===== src/rtl/mdl_xxx_bram_dump_sched.sv =====
// Round-robin owner of the shared BRAM dump engine: grants one requester, pulses start,
// counts stream beats, drives TLAST on the final beat and reports watchdog/overflow faults.
module mdl_xxx_bram_dump_sched #(
   parameter int PRM_NREQ   = 4,
   parameter int PRM_SELW   = 2,
   parameter int PRM_COEFFS = 4096,
   parameter int PRM_WDOG   = 1024
) (
   input  logic                iSYS_CLK,
   input  logic                iSYS_RST,
   input  logic [PRM_NREQ-1:0] iREQ,
   output logic [PRM_NREQ-1:0] oGNT,
   output logic [PRM_NREQ-1:0] oDONE,
   output logic [PRM_SELW-1:0] oSEL,
   output logic                oBUSY,
   output logic                oENG_START,
   input  logic                iENG_DONE,
   input  logic                iWm_Tvalid,
   input  logic                iWm_Tready,
   output logic                oWm_Tlast,
   output logic                oERR,
   output logic [1:0]          oERR_CODE,
   input  logic                iERR_CLR
);

   localparam int BEATS = PRM_COEFFS / 2;
   localparam int CNTW  = $clog2(BEATS) + 1;
   localparam int STLW  = (PRM_WDOG > 1) ? $clog2(PRM_WDOG + 1) : 1;
   localparam logic [CNTW-1:0] BEATS_C  = CNTW'(BEATS);
   localparam logic [CNTW-1:0] BEATS_M1 = CNTW'(BEATS - 1);
   localparam logic [STLW-1:0] WDOG_C   = STLW'(PRM_WDOG);

   typedef enum logic [1:0] {ST_IDLE, ST_START, ST_RUN, ST_DONE} state_t;

   state_t              state, state_nxt;
   logic [CNTW-1:0]     beat_cnt, beat_cnt_nxt;
   logic [STLW-1:0]     stall_cnt, stall_cnt_nxt;
   logic                eng_done_seen, eng_done_seen_nxt;
   logic [PRM_SELW-1:0] ptr, win_idx;
   logic                win_vld;
   logic                in_run, beat, wdog_hit, ovf_hit;
   logic [1:0]          err_code_nxt;
   int                  best_off;

   assign in_run    = (state == ST_RUN);
   assign beat      = in_run & iWm_Tvalid & iWm_Tready;
   assign oBUSY     = (state != ST_IDLE);
   assign oWm_Tlast = in_run & iWm_Tvalid & (beat_cnt == BEATS_M1);

   // winner is the requester with the smallest cyclic distance from ptr
   always_comb begin
      best_off = PRM_NREQ;
      win_idx  = '0;
      win_vld  = |iREQ;
      for (int j = 0; j < PRM_NREQ; j++) begin
         if (iREQ[j] && (((j - int'(ptr) + PRM_NREQ) % PRM_NREQ) < best_off)) begin
            best_off = (j - int'(ptr) + PRM_NREQ) % PRM_NREQ;
            win_idx  = PRM_SELW'(j);
         end
      end
   end

   always_comb begin
      state_nxt         = state;
      beat_cnt_nxt      = beat_cnt;
      stall_cnt_nxt     = stall_cnt;
      eng_done_seen_nxt = eng_done_seen;
      wdog_hit          = 1'b0;
      ovf_hit           = 1'b0;
      case (state)
         ST_IDLE: begin
            if (win_vld) state_nxt = ST_START;
         end
         ST_START: begin
            beat_cnt_nxt      = '0;
            stall_cnt_nxt     = '0;
            eng_done_seen_nxt = 1'b0;
            state_nxt         = ST_RUN;
         end
         ST_RUN: begin
            eng_done_seen_nxt = eng_done_seen | iENG_DONE;
            if (beat) begin
               stall_cnt_nxt = '0;
               // a beat past the job length is flagged but never counted
               if (beat_cnt == BEATS_C) ovf_hit = 1'b1;
               else                     beat_cnt_nxt = beat_cnt + 1'b1;
            end else if (stall_cnt != '1) begin
               stall_cnt_nxt = stall_cnt + 1'b1;
            end
            if ((beat_cnt_nxt == BEATS_C) && eng_done_seen_nxt) begin
               state_nxt = ST_DONE;
            end else if ((PRM_WDOG != 0) && !beat && (stall_cnt_nxt == WDOG_C)) begin
               wdog_hit  = 1'b1;
               state_nxt = ST_DONE;
            end
         end
         ST_DONE: begin
            state_nxt = ST_IDLE;
         end
         default: state_nxt = ST_IDLE;
      endcase
   end

   // a fault raised in the same cycle as a clear survives it
   assign err_code_nxt = (iERR_CLR ? 2'b00 : oERR_CODE) | {ovf_hit, wdog_hit};

   always_ff @(posedge iSYS_CLK or posedge iSYS_RST) begin
      if (iSYS_RST) begin
         state         <= ST_IDLE;
         beat_cnt      <= '0;
         stall_cnt     <= '0;
         eng_done_seen <= 1'b0;
         ptr           <= '0;
         oGNT          <= '0;
         oDONE         <= '0;
         oSEL          <= '0;
         oENG_START    <= 1'b0;
         oERR          <= 1'b0;
         oERR_CODE     <= 2'b00;
      end else begin
         state         <= state_nxt;
         beat_cnt      <= beat_cnt_nxt;
         stall_cnt     <= stall_cnt_nxt;
         eng_done_seen <= eng_done_seen_nxt;
         oERR_CODE     <= err_code_nxt;
         oERR          <= |err_code_nxt;
         oENG_START    <= (state == ST_IDLE) & win_vld;
         oDONE         <= '0;
         case (state)
            ST_IDLE: begin
               if (win_vld) begin
                  oGNT <= PRM_NREQ'(1) << win_idx;
                  oSEL <= win_idx;
               end
            end
            ST_RUN: begin
               if (state_nxt == ST_DONE) oDONE <= oGNT;
            end
            ST_DONE: begin
               oGNT <= '0;
               ptr  <= (oSEL == PRM_SELW'(PRM_NREQ - 1)) ? '0 : oSEL + 1'b1;
            end
            default: ;
         endcase
      end
   end

endmodule

===== config.mk =====
export PLATFORM = sky130hd
export DESIGN_NAME = mdl_xxx_bram_dump_sched
export DESIGN_NICKNAME = d
export VERILOG_FILES = /design/src/rtl/mdl_xxx_bram_dump_sched.sv
export SDC_FILE = /design/constraint.sdc
export NUM_CORES = 1
export LEC_CHECK = 0
export ABC_AREA = 1
export CAP_MARGIN = 20
export CORE_MARGIN = 2
export CORE_UTILIZATION = 61
export DETAILED_ROUTE_END_ITERATION = 7
export HOLD_SLACK_MARGIN = 0.03
export PLACE_DENSITY = 0.82
export SLEW_MARGIN = 20
export SYNTH_ARGS = -nofsm -noshare
export SYNTH_HDL_FRONTEND = slang
export SYNTH_SLANG_ARGS = --single-unit

===== constraint.sdc =====
create_clock -name iSYS_CLK -period 4.51 [get_ports iSYS_CLK]
set_clock_uncertainty 0.15 [all_clocks]
set_input_delay 0.902 -clock iSYS_CLK [delete_from_list [all_inputs] [get_ports iSYS_CLK]]
set_output_delay 0.902 -clock iSYS_CLK [all_outputs]
set_load 0.03 [all_outputs]

==> metrics.md, run 1 <==
| Metric | Value |
|---|---|
| Minimum period implied by the final worst setup slack | `3.53 ns` |
| Crit path launch type | `primary input` |
| Reg clk slew, reported paths | `0.08 ns` |
| Skew-Pair Late Insertion Delay | `0.30 ns` |
| Leakage | `1.43 nW` |
| Area contributors post-synth | `dfrtp_1, nand2_1, nand3_1, inv_1, o22ai_1` |
| Largest net degree at the start of global routing | `43` |
| VDD IR max | `0.310 mV` |
| Post-synth EDFFs | `0` |
| Die X | `69.4 um` |
| Maximum clock rate | `0.284 GHz` |
| Congestion Overflow GR | `0` |
| Hold buffer count at CTS | `0` |
| Fin. Hold Viols | `0` |
| Yosys top cell area share | `0.403` |
| Yosys top cell by area | `dfrtp_1` |
| Fraction of layout instances using a drive strength above 1 | `0.0727` |
| Status | `finished, final reports clean` |
| Starting Density | `0.643` |
| Synth top cells by count | `nand2_1, dfrtp_1, inv_1` |
| Synth warn | `0` |
| CTS root buf | `clkbuf_8` |
| Number of H-tree levels | `2` |
| Clk buf depth | `2` |
| Worst hold slack | `0.361 ns` |
| Setup CP Type | `primary input to output pin` |
| Crit path top cell by count | `clkdlybuf4s50_1` |
| Buffers on Ports | `25` |
| Final Max Tran Viols | `0` |
| Area grow syn2layout | `15.5%` |
| Hpwl dp | `4.37 mm` |
| Final ANT Viol Nets | `0` |
| Diodes inserted | `0` |
| RD Place Congestion | `0.848` |
| # Max-Cap Violations | `0` |
| Power per Cell Area | `540 mW/mm^2` |
| Critical Path Max Stage Delay | `0.70 ns` |
| Buf/Inv on CP | `2` |
| CP startpoint | `iWm_Tvalid` |
| TNS Setup | `0 ns` |
| Slowest cell on the critical path | `clkdlybuf4s50_1` |
| Row count | `23` |
| Post-route worst setup slack | `0.984 ns` |
| Library cells used by synthesis | `33` |
| Post CTS Setup Buffer Count | `0` |
| Initial antenna violation count | `0` |
| Worst-Margin Slew | `0.893 ns` |
| Worst reg2reg startpoint | `ptr[0]` |
| Residual DRC | `0` |
| Die area | `0.00481 sq mm` |
| CP required | `3.46 ns` |
| IO Pins | `26` |
| First-pass GRT wire length | `10.9 mm` |
| Fraction of registers with async set/reset | `1.00` |
| Core Util, Final | `0.742` |
| Gates resized, CTS repair | `0` |
| Post-Place Worst Slack | `0.731 ns` |
| Main synth FF type | `dfrtp_1` |
| Final Setup Violations | `0` |
| # clock sinks | `42` |
| Crit-path max FO | `2` |
| Crit path max-delay family | `buffers and inverters` |
| CTS buffer count | `5` |
| Hold Crit Class | `register to register` |
| Syn nets | `377` |
| Synthesized cell area | `0.00261 sq mm` |
| Core ar. | `0.00406 sq mm` |
| Routed WL | `6.19 mm` |
| Syn Area/Cell | `7.28 sq um` |
| Fill cells | `329` |
| Syn Inst Count | `358` |
| Ratio of final minimum period to clock period | `0.782` |
| 1st-iter DRT viols | `190` |
| CTS tree | `built` |
| Vias in the first global route | `2,317` |
| Die height | `69.4 um` |
| Critical Path End Type | `output pin` |
| Sequential share of the synthesized area | `0.403` |
| Final #Nets | `404` |
| DR vias/cell | `5.71` |
| Slew headroom | `0.405` |
| Critical path arrival | `2.47 ns` |
| DR WL/cell | `14.2 um` |
| Most frequent cell after synthesis | `nand2_1` |
| DR pass1 iterations | `6` |
| GRT Util Overall | `0.277` |
| DR vias | `2,483` |
| Worst hold path startpoint | `oERR_CODE[1]` |
| Critical path cell sequence | `clkdlybuf4s50_1 -> nand4_1 -> nor3_1 -> clkdlybuf4s50_1` |
| RSZ-0062 raised after global routing | `no` |
| #FFs+latches synth | `42` |
registers in the layout (all words and copies together) (netlist names):
name           flops
oDONE              4
stall_cnt         11
oGNT               4
oERR               1
eng_done_seen      1
oENG_START         1
state              2
oERR_CODE          2
ptr                2
beat_cnt          12
oSEL               2
tightest hold or removal path, stage by stage (launching register included):
cell	delay (ns)
dfrtp_1	0.34
nand2_1	0.07
nand2_1	0.06
layout by cell type (no fill, tap or decap), drive strengths merged:
master / count
nand2: 107
inv: 47
dfrtp: 42
nand3: 38
nor2: 34
clkdlybuf4s50: 25
o22ai: 21
o21ai: 20
nand4: 10
ha: 9
clkbuf: 6
nor3: 6
xor2: 4
clkinv: 3
a31oi: 2
a21oi: 2
or2: 2
nand3b: 1
o211ai: 1
o21bai: 1
xnor2: 1
o31ai: 1
bufinv: 1
buf: 1
logic make-up after synthesis:
kind of cell    share of synthesized area
flops                               0.403
compound gates                      0.106
simple gates                        0.347
fa+ha+maj                          0.0432
buf+inv                            0.0840
xor+xnor                           0.0168
path summary, 6_finish.rpt:
path | endpoint | depth (start not counted) | slack, ns
max in group asynchronous | stall_cnt[4] | 3 | 2.95
worst max-delay path | oWm_Tlast | 4 | 0.98
worst max register to register | oGNT[2] | 14 | 1.46
min in group asynchronous | beat_cnt[8] | 3 | 0.90
worst min register to register | oERR_CODE[1] | 2 | 0.36
worst min-delay path | oERR_CODE[1] | 2 | 0.36
cell type report:
class / count / area, sq um / share of cell area
Tap cell: 50 / 62.6 / 0.0208
Timing Repair Buffer: 26 / 258 / 0.0856
Clock inverter: 1 / 30.0 / 0.00998
Sequential cell: 42 / 1050 / 0.349
Clock buffer: 6 / 82.6 / 0.0274
Multi-Input combinational cell: 260 / 1340 / 0.444
Inverter: 50 / 189 / 0.0628
where the power goes:
part	internal (W)	switching, W	total [W]
logic	0.000262	0.000526	0.000788
clock network	0.000177	0.000130	0.000307
registers	0.000451	0.0000795	0.000531
total	0.000890	0.000736	0.00163
metrics by stage:
step	instances	power [W]	instance area (sq um)
final	435	0.00163	3010
after global routing	435	0.00174	3010
after CTS	435	0.00162	3010
after detailed placement	428	0.00131	2900
after global placement	428	0.00129	2900
after floorplan	358	0.00109	2610
layer usage:
layer	share of wire	wire [um]	global-route usage
met5	0	0	0
met4	0.023	140	0.0806
met3	0.057	355	0.0480
met2	0.47	2940	0.443
met1	0.45	2760	0.389
Power figures use the tool's default switching activity.
==> run 2: changes to the inputs <==
--- a/config.mk
+++ b/config.mk
@@ -8,10 +8,10 @@
 export ABC_AREA = 1
 export CAP_MARGIN = 20
 export CORE_MARGIN = 2
-export CORE_UTILIZATION = 61
+export CORE_UTILIZATION = 57
 export DETAILED_ROUTE_END_ITERATION = 7
 export HOLD_SLACK_MARGIN = 0.03
-export PLACE_DENSITY = 0.82
+export PLACE_DENSITY = 0.77
 export SLEW_MARGIN = 20
 export SYNTH_ARGS = -nofsm -noshare
 export SYNTH_HDL_FRONTEND = slang
==> constraint.sdc (replaced) <==
create_clock -name iSYS_CLK -period 3.65 [get_ports iSYS_CLK]
set_clock_uncertainty 0.15 [all_clocks]
set_input_delay 0.73 -clock iSYS_CLK [delete_from_list [all_inputs] [get_ports iSYS_CLK]]
set_output_delay 0.73 -clock iSYS_CLK [all_outputs]
set_load 0.03 [all_outputs]
==> run 2 against run 1 <==
Register-to-register slack worse by 0.80 ns. First-iteration DRC count down 12%. Cell area up 0.33%. Non-clock buffer count up 1. Utilization down 5.3 points. Combinational power up 23%. Critical path depth up 11. Global-route usage down 2.5 points. Via count down 1.1%. Sequential share of layout area down 0.12 points. Clock power up 24%. Critical path type is now primary input to register. Critical endpoint is now oGNT[2]. Largest power group unchanged.
==> metrics.md, run 2 (synthesized netlist as in run 1, its figures left out) <==
| Metric | Value |
|---|---|
| Seq pwr share | `0.327` |
| # clock sinks | `42` |
| Sw Share | `0.454` |
| Area grow syn2layout | `15.8%` |
| Psw | `0.000909 W` |
| CTS buffer count | `5` |
| Largest net degree at the start of global routing | `43` |
| R2R setup slack | `0.66 ns` |
| Clk pwr share | `0.190` |
| GRT Util Overall | `0.252` |
| Fin. Hold Viols | `0` |
| DR vias/cell | `5.59` |
| Critical Path End Type | `register` |
| Minimum period implied by the final worst setup slack | `3.25 ns` |
| Congestion Overflow GR | `0` |
| CP required | `3.72 ns` |
| RD Place Congestion | `0.875` |
| TNS Setup | `0 ns` |
| Dpl cell area | `0.00291 sq mm` |
| CTS tree | `built` |
| Worst-Margin Slew | `0.801 ns` |
| 1st-iter DRT viols | `168` |
| Max FFs per register | `12` |
| Largest regs | `beat_cnt x12, stall_cnt x11` |
| Die X | `71.6 um` |
| Starting Density | `0.595` |
| Crit path launch type | `primary input` |
| Skew-Pair Late Insertion Delay | `0.31 ns` |
| Final #Nets | `405` |
| Worst r2r dst | `oGNT[2]` |
| Clk buf depth | `2` |
| CTS root buf | `clkbuf_8` |
| Core Util, Final | `0.689` |
| Combinational power share | `0.483` |
| Gates resized, CTS repair | `0` |
| Die area | `0.00513 sq mm` |
| Status | `finished, final reports clean` |
| Final Max Tran Viols | `0` |
| CP startpoint | `iREQ[0]` |
| Vias in the first global route | `2,188` |
| Reg clk slew, reported paths | `0.08 ns` |
| Initial antenna violation count | `0` |
| Commonest non-fill, non-tap cell in the layout | `nand2_1` |
| Number of H-tree levels | `2` |
| Leakage | `1.43 nW` |
| First-pass GRT wire length | `10.1 mm` |
| Slew headroom | `0.466` |
| Worst reg2reg startpoint | `ptr[0]` |
| Pint | `0.00109 W` |
| Row count | `24` |
| DR WL/cell | `13.8 um` |
| Power per Cell Area | `663 mW/mm^2` |
| Reg2Reg Depth | `14` |
| VDD IR max | `0.492 mV` |
| Hold Crit Class | `register to register` |
| Crit-path max FO | `7` |
| Setup CP Type | `primary input to register` |
| Core ar. | `0.00438 sq mm` |
| Diodes inserted | `0` |
| Critical path arrival | `3.32 ns` |
| DR pass1 iterations | `5` |
| RSZ-0062 raised after global routing | `no` |
| Residual DRC | `0` |
| Routed WL | `6.04 mm` |
| Finished Cell Area | `0.00302 sq mm` |
| IO Pins | `26` |
| # Max-Cap Violations | `0` |
| Most frequent cells in the layout | `nand2_1, inv_1, dfrtp_1, nand3_1, nor2_1` |
| Hpwl dp | `4.32 mm` |
| Final Setup Violations | `0` |
| DR vias | `2,456` |
| Die height | `71.6 um` |
| Ratio of final minimum period to clock period | `0.890` |
| Post CTS Setup Buffer Count | `0` |
| Largest Register | `beat_cnt` |
| Hold buffer count at CTS | `0` |
| Buffers on Ports | `25` |
| Worst setup path endpoint | `oGNT[2]` |
| Fraction of layout instances using a drive strength above 1 | `0.0775` |
| Final ANT Viol Nets | `0` |
| Maximum clock rate | `0.308 GHz` |
==> run 2: cell count changes in the layout (fill, tap and decap cells not counted), sizes merged <==
cell and delta:
buf +1, clkbuf -1, clkinv +1, inv +1
==> run 2: power groups by stage <==
stage / Sequential [W] / Clock, W / Combinational (W)
finish: 0.000654 / 0.000381 / 0.000967
global route: 0.000669 / 0.000409 / 0.00108
CTS: 0.000651 / 0.000390 / 0.000970
detailed placement: 0.000658 / 0 / 0.000969
global placement: 0.000657 / 0 / 0.000943
floorplan: 0.000699 / 0 / 0.000646
==> run 2: metrics by stage <==
stage / hold slack [ns] / cells / setup slack [ns] / power, W
detailed placement: 0.342 / 431 / 0.0855 / 0.00163
CTS: 0.365 / 439 / 0.424 / 0.00201
global placement: 0.337 / 431 / 0.236 / 0.00160
finish: 0.363 / 439 / 0.402 / 0.00200
global route: 0.396 / 439 / 0.0382 / 0.00216
floorplan: 0.351 / 358 / 0.909 / 0.00135
==> run 2: per-layer routing <==
metal / vias up / part of all wire / global-route usage
met5: - / 0 / 0
met4: 0 / 0.013 / 0.0922
met3: 6 / 0.051 / 0.0506
met2: 67 / 0.46 / 0.392
met1: 1149 / 0.47 / 0.351
li1: 1234 / - / -
==> run 2: worst max-delay path, cell delays in order <==
cell	delay, ns
clkdlybuf4s50_1	0.51
o21ai_0	0.12
nand2_1	0.10
o21ai_0	0.08
o21ai_0	0.12
ha_1	0.28
o211ai_1	0.09
nand3_1	0.23
nand2_1	0.12
o21ai_0	0.09
ha_1	0.28
nand3_1	0.07
nand3_1	0.19
nand4_1	0.15
o22ai_1	0.15
==> run 2: final cells by class <==
class | count | area, sq um
clock buffers | 5 | 68.8
clock inverters | 3 | 43.8
fillers | 377 | 1360
inverters | 50 | 189
multi-input cells | 260 | 1340
flip-flops and latches | 42 | 1050
well taps | 52 | 65.1
repair buffers | 27 | 265
==> run 2: worst min path at each step <==
| stage | startpoint | to | slack, ns | cells past startpoint |
|---|---|---|---|---|
| 2_1_floorplan | eng_done_seen | eng_done_seen | 0.35 | 2 |
| 3_3_place_gp | oERR_CODE[0] | oERR_CODE[0] | 0.34 | 2 |
| 3_5_place_dp | oERR_CODE[0] | oERR_CODE[0] | 0.34 | 2 |
| 4_1_cts | oERR_CODE[0] | oERR_CODE[0] | 0.36 | 2 |
| 5_1_grt | oERR_CODE[0] | oERR_CODE[0] | 0.40 | 2 |
| 6_report | oERR_CODE[0] | oERR_CODE[0] | 0.36 | 2 |
==> run 3: changes to the inputs <==
--- a/config.mk
+++ b/config.mk
@@ -9,6 +9,7 @@
 export CAP_MARGIN = 20
 export CORE_MARGIN = 2
 export CORE_UTILIZATION = 57
+export CTS_CLUSTER_SIZE = 30
 export DETAILED_ROUTE_END_ITERATION = 7
 export HOLD_SLACK_MARGIN = 0.03
 export PLACE_DENSITY = 0.77
==> results of run 3 <==
No change in the layout: final DEF, timing and power equal those of run 2.
